[src/rtl/legv8_fetch_branch_unit.sv]
// LEGv8 fetch and branch-resolution unit: owns the PC, fetches over a
// ready/valid memory handshake and resolves B, CBZ and CBNZ locally.
module legv8_fetch_branch_unit #(
  parameter int                ADDR_W   = 64,
  parameter logic [ADDR_W-1:0] RESET_PC = '0,
  parameter int                CNT_W    = 32
) (
  input  logic              Clock,
  input  logic              Reset,
  output logic              IReq,
  output logic [ADDR_W-1:0] IAddr,
  input  logic              IReady,
  input  logic [31:0]       InstrIn,
  output logic              InstrValid,
  output logic [31:0]       InstrOut,
  output logic [ADDR_W-1:0] PCOut,
  input  logic              InstrAccept,
  input  logic              ZeroValid,
  input  logic              Zero,
  output logic              BranchTaken,
  output logic [CNT_W-1:0]  RetiredCount,
  output logic [CNT_W-1:0]  TakenCount
);

  typedef enum logic [1:0] {
    IDLE,
    FETCH,
    ISSUE,
    RESOLVE
  } state_e;

  state_e            state_q, state_d;
  logic [ADDR_W-1:0] pc_q, pc_d;
  logic [ADDR_W-1:0] pcout_q, pcout_d;
  logic [31:0]       ir_q, ir_d;
  logic [CNT_W-1:0]  ret_q, ret_d;
  logic [CNT_W-1:0]  tkn_q, tkn_d;
  logic              bt_q, bt_d;

  logic              is_b;
  logic              is_cb;
  logic              is_cbnz;
  logic              cb_taken;
  logic [ADDR_W-1:0] off_b;
  logic [ADDR_W-1:0] off_cb;
  logic [ADDR_W-1:0] pc_seq;
  logic [ADDR_W-1:0] pc_tgt_b;
  logic [ADDR_W-1:0] pc_tgt_cb;
  logic [CNT_W-1:0]  ret_inc;
  logic [CNT_W-1:0]  tkn_inc;

  assign is_b    = (ir_q[31:26] == 6'b000101);
  assign is_cb   = (ir_q[31:25] == 7'b1011010);
  assign is_cbnz = ir_q[24];

  // Signed size casts sign-extend (or truncate) the scaled immediates
  // to the PC width, so all target arithmetic wraps modulo 2^ADDR_W.
  assign off_b  = ADDR_W'($signed({ir_q[25:0], 2'b00}));
  assign off_cb = ADDR_W'($signed({ir_q[23:5], 2'b00}));

  assign pc_seq    = pc_q + ADDR_W'(4);
  assign pc_tgt_b  = pc_q + off_b;
  assign pc_tgt_cb = pc_q + off_cb;

  assign ret_inc = ret_q + CNT_W'(1);
  assign tkn_inc = tkn_q + CNT_W'(1);

  assign cb_taken = is_cbnz ? ~Zero : Zero;

  always_comb begin
    state_d = state_q;
    pc_d    = pc_q;
    pcout_d = pcout_q;
    ir_d    = ir_q;
    ret_d   = ret_q;
    tkn_d   = tkn_q;
    bt_d    = 1'b0;
    unique case (state_q)
      IDLE: begin
        state_d = FETCH;
      end
      FETCH: begin
        if (IReady) begin
          ir_d    = InstrIn;
          pcout_d = pc_q;
          state_d = ISSUE;
        end
      end
      ISSUE: begin
        if (InstrAccept) begin
          unique case (1'b1)
            is_b: begin
              pc_d    = pc_tgt_b;
              bt_d    = 1'b1;
              ret_d   = ret_inc;
              tkn_d   = tkn_inc;
              state_d = FETCH;
            end
            is_cb: begin
              state_d = RESOLVE;
            end
            default: begin
              pc_d    = pc_seq;
              ret_d   = ret_inc;
              state_d = FETCH;
            end
          endcase
        end
      end
      RESOLVE: begin
        if (ZeroValid) begin
          ret_d   = ret_inc;
          state_d = FETCH;
          if (cb_taken) begin
            pc_d  = pc_tgt_cb;
            bt_d  = 1'b1;
            tkn_d = tkn_inc;
          end else begin
            pc_d  = pc_seq;
          end
        end
      end
      default: begin
        state_d = IDLE;
      end
    endcase
  end

  always_ff @(posedge Clock) begin
    if (Reset) begin
      state_q <= IDLE;
      pc_q    <= RESET_PC;
      pcout_q <= RESET_PC;
      ir_q    <= '0;
      ret_q   <= '0;
      tkn_q   <= '0;
      bt_q    <= 1'b0;
    end else begin
      state_q <= state_d;
      pc_q    <= pc_d;
      pcout_q <= pcout_d;
      ir_q    <= ir_d;
      ret_q   <= ret_d;
      tkn_q   <= tkn_d;
      bt_q    <= bt_d;
    end
  end

  // Registered branch pulse lines up with the first cycle the
  // new target is on IAddr.
  assign IReq         = (state_q == FETCH);
  assign InstrValid   = (state_q == ISSUE);
  assign IAddr        = pc_q;
  assign InstrOut     = ir_q;
  assign PCOut        = pcout_q;
  assign BranchTaken  = bt_q;
  assign RetiredCount = ret_q;
  assign TakenCount   = tkn_q;

endmodule

[config.mk]
export PLATFORM = sky130hd
export DESIGN_NAME = legv8_fetch_branch_unit
export DESIGN_NICKNAME = d
export VERILOG_FILES = /design/src/rtl/legv8_fetch_branch_unit.sv
export SDC_FILE = /design/constraint.sdc
export NUM_CORES = 1
export LEC_CHECK = 0
export BUFFER_PORTS_ARGS = -buffer_cell sky130_fd_sc_hd__buf_2
export CELL_PAD_IN_SITES_DETAIL_PLACEMENT = 1
export CELL_PAD_IN_SITES_GLOBAL_PLACEMENT = 1
export CORE_MARGIN = 2
export CORE_UTILIZATION = 47
export CTS_BUF_LIST = sky130_fd_sc_hd__clkbuf_8
export CTS_CLUSTER_SIZE = 28
export DETAILED_ROUTE_END_ITERATION = 10
export PLACE_DENSITY = 0.93
export SLEW_MARGIN = 20
export SYNTH_ARGS = -nofsm -noshare
export SYNTH_HDL_FRONTEND = slang
export SYNTH_SLANG_ARGS = --single-unit
export TNS_END_PERCENT = 1
[constraint.sdc]
create_clock -name Clock -period 8.8 [get_ports Clock]
set_clock_uncertainty 0.15 [all_clocks]
set_input_delay 0.44 -clock Clock [delete_from_list [all_inputs] [get_ports Clock]]
set_output_delay 0.44 -clock Clock [all_outputs]
set_load 0.02 [all_outputs]
======== Yosys cells after proc, flatten, opt, wreduce, memory -nomap -nowiden ========
Index checks and enable logic that the tools add are counted.
word-level totals
  bits in registers ....................... 227
  input bits .............................. 38
operators by class
  add/sub/neg operators ................... 5
  equal/unequal tests ..................... 11
  mux-type cells .......................... 25
  bitwise gates (word level) .............. 1
  reductions and logical operators ........ 6
operators by type and width
  kind                   count
  $pmux 64 s2            2
  $mux 32                7
  $mux 64                3
  $add 64x64->64         2
  $pmux 32 s2            2
  $add 32x1->32 const B  2
  $add 64x3->64 const B  1
  $mux 2                 4
  $pmux 2 s4             1
  $eq 7x7->1 const B     1
  $eq 6x3->1 const B     1
  $ne 2x1->1 const B     3
  $ne 2x2->1 const B     3
  $mux 1                 5
  $reduce_and 5->1       1
  $eq 2x2->1 const B     2
  $reduce_and 4->1       1
  $reduce_and 3->1       1
  $eq 2x1->1 const B     1
  $logic_not 2->1        1
  $pmux 1 s2             1
  $reduce_and 2->1       1
  $reduce_bool 2->1      1
  $not 1->1              1

======== Longest topological paths before layout ========
Gate-level depths: netlist (run 1).
  depth in word-level cells ............... 5
  gate-level depth with buffers ........... 13
  depth with buffers taken out ............ 13

======== Least setup slack after synthesis (run 1) ========
OpenSTA, ideal clock, no wires.
  path type ............................... flip-flop to flip-flop
  from .................................... register ir_q[23], in the netlist InstrOut[23]
  to ...................................... register pc_q[62], in the netlist IAddr[62]
  setup time .............................. 123 ps
  arrival time ............................ 3825 ps
  required time ........................... 8527 ps
  slack ................................... 4703 ps
  cell stages (with the launch flop) ...... 13
  path buffers ............................ 0
  clock period less this slack ............ 4097 ps
  path through ............................ dfxtp_1 ha_1 a21o_1 a21o_1 a21o_1 a31o_1 a211o_1 nor3_4 o32ai_1 o311ai_2 mux2_1 o21ai_1 nand3_1
between the ends
  longest elaborated chain between the ends .. 4
  elaborated cells on any way between the ends .. 7
  classes of those cells .................. add/sub (2); mux (5)
RTL lines
  what                                           line     RTL
  from (decl)                                    35       logic [31:0] ir_q, ir_d;
  from (signal assigned)                         142      ir_q <= ir_d;
  $add 64x64->64, on equally long branches       62, 63
  $pmux 64 s2 / $mux 64 (equally long branches)  91, 114
  $mux 64, on equally long branches              90, 111
  $pmux 64 s2 *                                  78       unique case (state_q)
  to (signal assigned)                           140      pc_q <= pc_d;
  to (decl)                                      33       logic [ADDR_W-1:0] pc_q, pc_d;
Every way passes the cells marked *; elsewhere a longest branch is shown, timed or not. The select of a mux whose other input is x is not followed.
A chain may end at the register's enable or synchronous reset.

======== Worst setup path after layout (run 1) ========
  from .................................... register pc_q[2], in the netlist IAddr[2]
  to ...................................... register pc_q[50], in the netlist IAddr[50]
between the ends
  longest elaborated chain between the ends .. 4
  elaborated cells on any way between the ends .. 8
  classes of those cells .................. add/sub (3); mux (5)
RTL lines
  what                                           line     RTL
  $add 64x3->64 (tied with other cells)          61       assign pc_seq = pc_q + ADDR_W'(4);
  $pmux 64 s2 / $mux 64 (equally long branches)  91, 114
  $mux 64, on equally long branches              90, 111
  $pmux 64 s2 *                                  78
Marks and branches as above.

==> results of run 1 <==
critical path: cells and delay by family (launching register included):
family	cells	cell delay, ns
and+or+nand+nor	1	0.09
AOI/OAI and AO/OA	9	3.04
DFF	1	0.42
xor gates and xnor gates	1	0.16
adders and majority gates	2	0.75
placed cells by master (no fill, tap or decap), types with 61 or more instances in the layout:
master,n
xor2_1,111
dfxtp_1,221
nand4_1,61
a21o_1,63
ha_1,128
nand2_1,406
nand3_1,84
xnor2_1,82
nor2_1,219
o21ai_0,122
a21oi_1,308
buf_2,259
registers in the layout (all words and copies together), names as in the netlist:
signal,cells
IAddr,62
PCOut,62
InstrOut,32
RetiredCount,32
TakenCount,32
state_q,2
BranchTaken,1
cell families (layout without fill, tap and decap cells):
logic type,after synthesis,in the layout,synth area share [%]
xor+xnor,194,194,9.50
mux,8,8,0.460
fa+ha+maj,130,130,9.14
buf+inv,186,437,4.19
compound gates,756,756,26.8
simple gates,973,973,25.1
other cells,1,5,0.0209
flops,223,223,24.9
final cells by class:
cell class	count	area, um2	area share [%]
tap	511	639	3.07
inverter	46	173	0.829
multi-input combinational	2065	12800	61.4
timing repair buffer	314	1800	8.64
clock buffer	57	785	3.77
sequential	223	4470	21.5
clock inverter	20	179	0.859
antenna	1	2.50	0.0120
through the flow:
step	power [mW]	setup slack (ns)	instances	utilization [%]	hold slack (ns)
final	2.71	4.07	3237	55.3	0.0256
after global routing	2.79	3.99	3237	55.3	0.0282
after CTS	2.68	4.38	3236	55.3	0.00630
after detailed placement	1.49	4.47	3125	51.8	0.297
after global placement	1.48	4.51	3125	51.8	0.292
after floorplan	1.34	4.70	2474	-	0.364
power by group:
| part | internal (mW) | switching, mW |
|---|---|---|
| clock | 0.672 | 0.536 |
| sequential | 1.03 | 0.0369 |
| combinational | 0.129 | 0.314 |
| total | 1.83 | 0.886 |
per-layer routing:
metal  GRT usage (%)  part of all wire, %
met5               0                    0
met4            31.3                  8.0
met3            7.85                  6.8
met2            72.0                   48
met1            45.1                   37
path summary, 6_finish.rpt:
| path | depth (start not counted) | start | to | slack (ns) |
|---|---|---|---|---|
| max | 13 | IAddr[2] | IAddr[50] | 4.07 |
| min | 2 | Reset | RetiredCount[21] | 0.03 |
| max reg2reg | 13 | IAddr[2] | IAddr[50] | 4.07 |
| min reg2reg | 2 | PCOut[32] | PCOut[32] | 0.30 |
timing repair:
item | 4_1_cts | 5_1_grt
resized for setup | 0 | 0
hold buffers | 34 | 0
hold endpoints to repair | 33 | 0
==> run metrics, run 1 <==
status finished clean; quantity of I/O buffers inserted on ports 260; TritonCTS clock tree yes; Core Box Area about 0.038 mm2; initial antenna violation count 1; vias in the first global route 22300; worst skew pair latency 0.63 ns; Setup Viol. Count Final 0; detailed placement HPWL 58500 um; # Post-CTS Setup Buffers 0; Post-synth EDFFs 0; site row count 71; CP endpoint kind flop; Worst Hold Class in2reg; first-pass GRT wire length around 130000 um; Inserted Clock Buffers 43; residual DRC count 0; Crit path arrival time just over 5 ns; Synth-to-Final Area Change 15.9%; total track usage 41.6%; crit start category flop; Syn. warnings 0; slew margin rel. 25.3%; post-route cell area between 0.02 and 0.025 mm2; dpl cell area between 0.015 and 0.02 mm2; sequential-to-total area share from yosys stat 24.9%; Post-DRT Antenna Nets 0; filler instances slightly below 5000; FFs w/ async S/R, synth 0%; I/O Pins ~270; root buffer cell clkbuf_8; Max Freq 212 MHz; Fin. Hold Viols 0; Sink Count 223; Avg Inst Size Synth about 7.3 um2; Setup TNS 0 ns; number of vias per cell roughly 6.5; synthesized area 0.0180 mm2; count leader, synth nand2_1; Netlist cell types around 110; CP Data Required Time just over 9 ns; Max-cap violations 0; Synth area leaders dfxtp_1 25%, ha_1 8.9%, a21oi_1 8.6%, nand2_1 8.5%, xor2_1 5.4%; RSZ-0062 raised after global routing false; die area around 0.04 mm2; CTS clk-pin slew, worst paths approximately 0.080 ns; post-synth top area cell dfxtp_1; max-slew violation count 0; DR vias 21100; VDD IR max 0.000132 V; CP max FO 9; Least-Margin Pin Slew between 1 and 1.5 ns; most used cell, CP a211oi_1; Synth Flop Type dfxtp_1; power per cell area ~130 mW/mm2; min cycle time layout approximately 4.7 ns; kind of critical path reg2reg; final period utilization 53.7%; Avg WL per Cell about 26 um; height of the die about 200 um; area share of the largest cell type after synthesis about a quarter; H-Tree Depth 2; CTS max path bufs 3; First DRT Iteration DRCs approximately 1600; CP Cell Sequence ha_1 -> fa_1 -> a211oi_1 -> o21ai_0 -> o211ai_1 -> a211oi_1 -> o31ai_1 -> nor2_1 -> a211oi_1 -> o21ai_0 -> xnor2_1 -> a2111o_1 -> o211ai_1; fraction of layout cells with a size suffix above 1 14.9%; largest net degree at the start of global routing 96; slowest CP cell o31ai_1; Syn Inst Count about 2500; LEAKAGE 9.08 nW; routed wire length roughly 84000 um; Pre-Repair DR Iteration Count 7; gr ovfl total 0; Synth Register Bits approximately 220; nets 2861; gpl congestion between 0.9 and 1; Post-synth top cells 407 x nand2_1, 308 x a21oi_1, 223 x dfxtp_1; max incr delay on CP 0.70 ns; die width 199 um; initial core utilization about 48%
(Power assumes the default switching activity.)
==> run 2, diff against run 1 <==
--- a/config.mk
+++ b/config.mk
@@ -9,11 +9,11 @@
 export CELL_PAD_IN_SITES_DETAIL_PLACEMENT = 1
 export CELL_PAD_IN_SITES_GLOBAL_PLACEMENT = 1
 export CORE_MARGIN = 2
-export CORE_UTILIZATION = 47
+export CORE_UTILIZATION = 39
 export CTS_BUF_LIST = sky130_fd_sc_hd__clkbuf_8
 export CTS_CLUSTER_SIZE = 28
 export DETAILED_ROUTE_END_ITERATION = 10
-export PLACE_DENSITY = 0.93
+export PLACE_DENSITY = 0.83
 export SLEW_MARGIN = 20
 export SYNTH_ARGS = -nofsm -noshare
 export SYNTH_HDL_FRONTEND = slang
==> constraint.sdc (replaced) <==
create_clock -name Clock -period 4.29 [get_ports Clock]
set_clock_uncertainty 0.15 [all_clocks]
set_input_delay 0.2145 -clock Clock [delete_from_list [all_inputs] [get_ports Clock]]
set_output_delay 0.2145 -clock Clock [all_outputs]
set_load 0.02 [all_outputs]
==> run 2 against run 1 <==
  * Sequential power is 110% higher
  * Wire length is 2.7% lower
  * Clock-buffer cell count is 9 lower
  * Sequential share of layout area is 0.45 points lower
  * Non-clock buffer count is 60 higher
  * Die area is 20% higher
  * Cell count is 4.5% higher
  * Critical path type unchanged
  * Critical endpoint is now IAddr[63]
  * Largest power group is now registers
==> run metrics, run 2 (synthesis results as in run 1) <==
Crit path arrival time roughly 4.5 ns; total power around 5.2 mW; slew margin rel. about 28%; site row count between 70 and 80; CP Cell Sequence buf_12 -> buf_12 -> ha_1 -> a21oi_1 -> o21ai_0 -> a221o_1 -> nand2_1 -> nor4bb_2 -> o2111ai_1 -> a211oi_1 -> a31oi_1 -> o221ai_1 -> xor2_1 -> nor2_1; min cycle time layout 4.22 ns; gpl congestion 1.01; quantity of I/O buffers inserted on ports 260; Setup TNS 0 ns; max-slew violation count 0; most used cell, CP buf_12; Synth-to-Final Area Change 18.4%; first-pass GRT wire length between 100000 and 150000 um; max incr delay on CP about 0.43 ns; dpl cell area 0.0201 mm2; DR vias 20900; number of vias per cell between 6 and 7; I/O Pins 265; nets 2921; status finished clean; Inserted Clock Buffers 43; die width around 220 um; vias in the first global route 21700; routed wire length between 80000 and 90000 um; total track usage between 30 and 40%; initial core utilization between 30 and 40%; root buffer cell clkbuf_8; initial antenna violation count 2; TritonCTS clock tree yes; Sink Count 223; slowest CP cell dfxtp_2; CTS clk-pin slew, worst paths 0.06 ns; CP max FO 25; die area 0.0478 mm2; power per cell area ~240 mW/mm2; kind of critical path reg2reg; LEAKAGE ~9.3 nW; commonest non-fill, non-tap cell in the layout nand2_1; detailed placement HPWL 61200 um; largest net degree at the start of global routing 176; post-route cell area 0.0213 mm2; Fin. Hold Viols 0; Max-cap violations 0; VDD IR max 0.000292 V; First DRT Iteration DRCs between 1000 and 1500; fraction of layout cells with a size suffix above 1 approximately 16%; most frequent cells in the layout 406 x nand2_1, 308 x a21oi_1, 259 x buf_2, 221 x dfxtp_1, 219 x nor2_1; Post-DRT Antenna Nets 0; crit start category flop; Avg WL per Cell 24.3 um; height of the die 219 um; Max Freq between 200 and 250 MHz; CP endpoint kind flop; H-Tree Depth 2; Worst Hold Class in2reg; final period utilization 98.3%; Least-Margin Pin Slew about 1.1 ns; CTS max path bufs 3; Core Box Area 0.0454 mm2; Setup Viol. Count Final 0; worst skew pair latency 0.63 ns; CP Data Required Time between 4 and 5 ns; residual DRC count 0; Pre-Repair DR Iteration Count 6; RSZ-0062 raised after global routing false; gr ovfl total 0
run 2: layer usage:
layer  vias up  part of all wire, %  track usage, %
li1       9478                    -               -
met1     10300                   39            38.4
met2       880                   48            57.4
met3       292                  6.1            4.50
met4         0                  7.0            22.6
met5         -                    0               0
run 2: area by class of cell:
class                           instances  area, um2
Fill cell                            5809      24100
Multi-Input combinational cell       2065      12800
Sequential cell                       223       4470
Clock buffer                           48        661
Tap cell                              600        751
Timing Repair Buffer                  374       2290
Antenna cell                            2       5.00
Inverter                               46        173
Clock inverter                         24        131
run 2: through the flow:
step	util (%)	instances	worst slack (ns)	hold slack (ns)
floorplan	-	2474	0.193	0.201
global placement	44.3	3272	0.0694	0.290
detailed placement	44.3	3272	0.0475	0.297
CTS	46.8	3380	0.170	0.0142
global route	46.9	3382	0.0328	0.0691
finish	46.9	3382	0.0719	0.0498
run 2: what timing repair did:
item	4_1_cts	5_1_grt
buffers inserted	0	0
hold buffers	36	0
hold endpoints to repair	46	0
gates resized for setup	1	1
endpoints found under the setup margin	1	5
run 2: worst max-delay path: cells and delay by family (launching register included):
| family | cells | cell delay, ns |
|---|---|---|
| flip-flops | 1 | 0.43 |
| AND/OR/NAND/NOR | 3 | 0.63 |
| XOR/XNOR | 1 | 0.18 |
| adder cells (fa/ha/maj) | 1 | 0.37 |
| AO/OA/AOI/OAI | 7 | 1.91 |
| buffers and inverters | 2 | 0.36 |
run 2: power breakdown:
group / leakage [nW] / total, mW / switching [mW] / internal, mW
registers: 1.80 / 2.18 / 0.0664 / 2.11
logic: 7.07 / 0.918 / 0.637 / 0.280
clock network: 0.469 / 2.09 / 1.01 / 1.08
run 2: path summary, 6_finish.rpt:
check | cells after the start | start | endpoint | slack (ns)
min | 5 | InstrAccept | TakenCount[1] | 0.05
max reg2reg | 14 | InstrOut[23] | IAddr[63] | 0.07
min reg2reg | 2 | PCOut[61] | PCOut[61] | 0.30
max | 14 | InstrOut[23] | IAddr[63] | 0.07
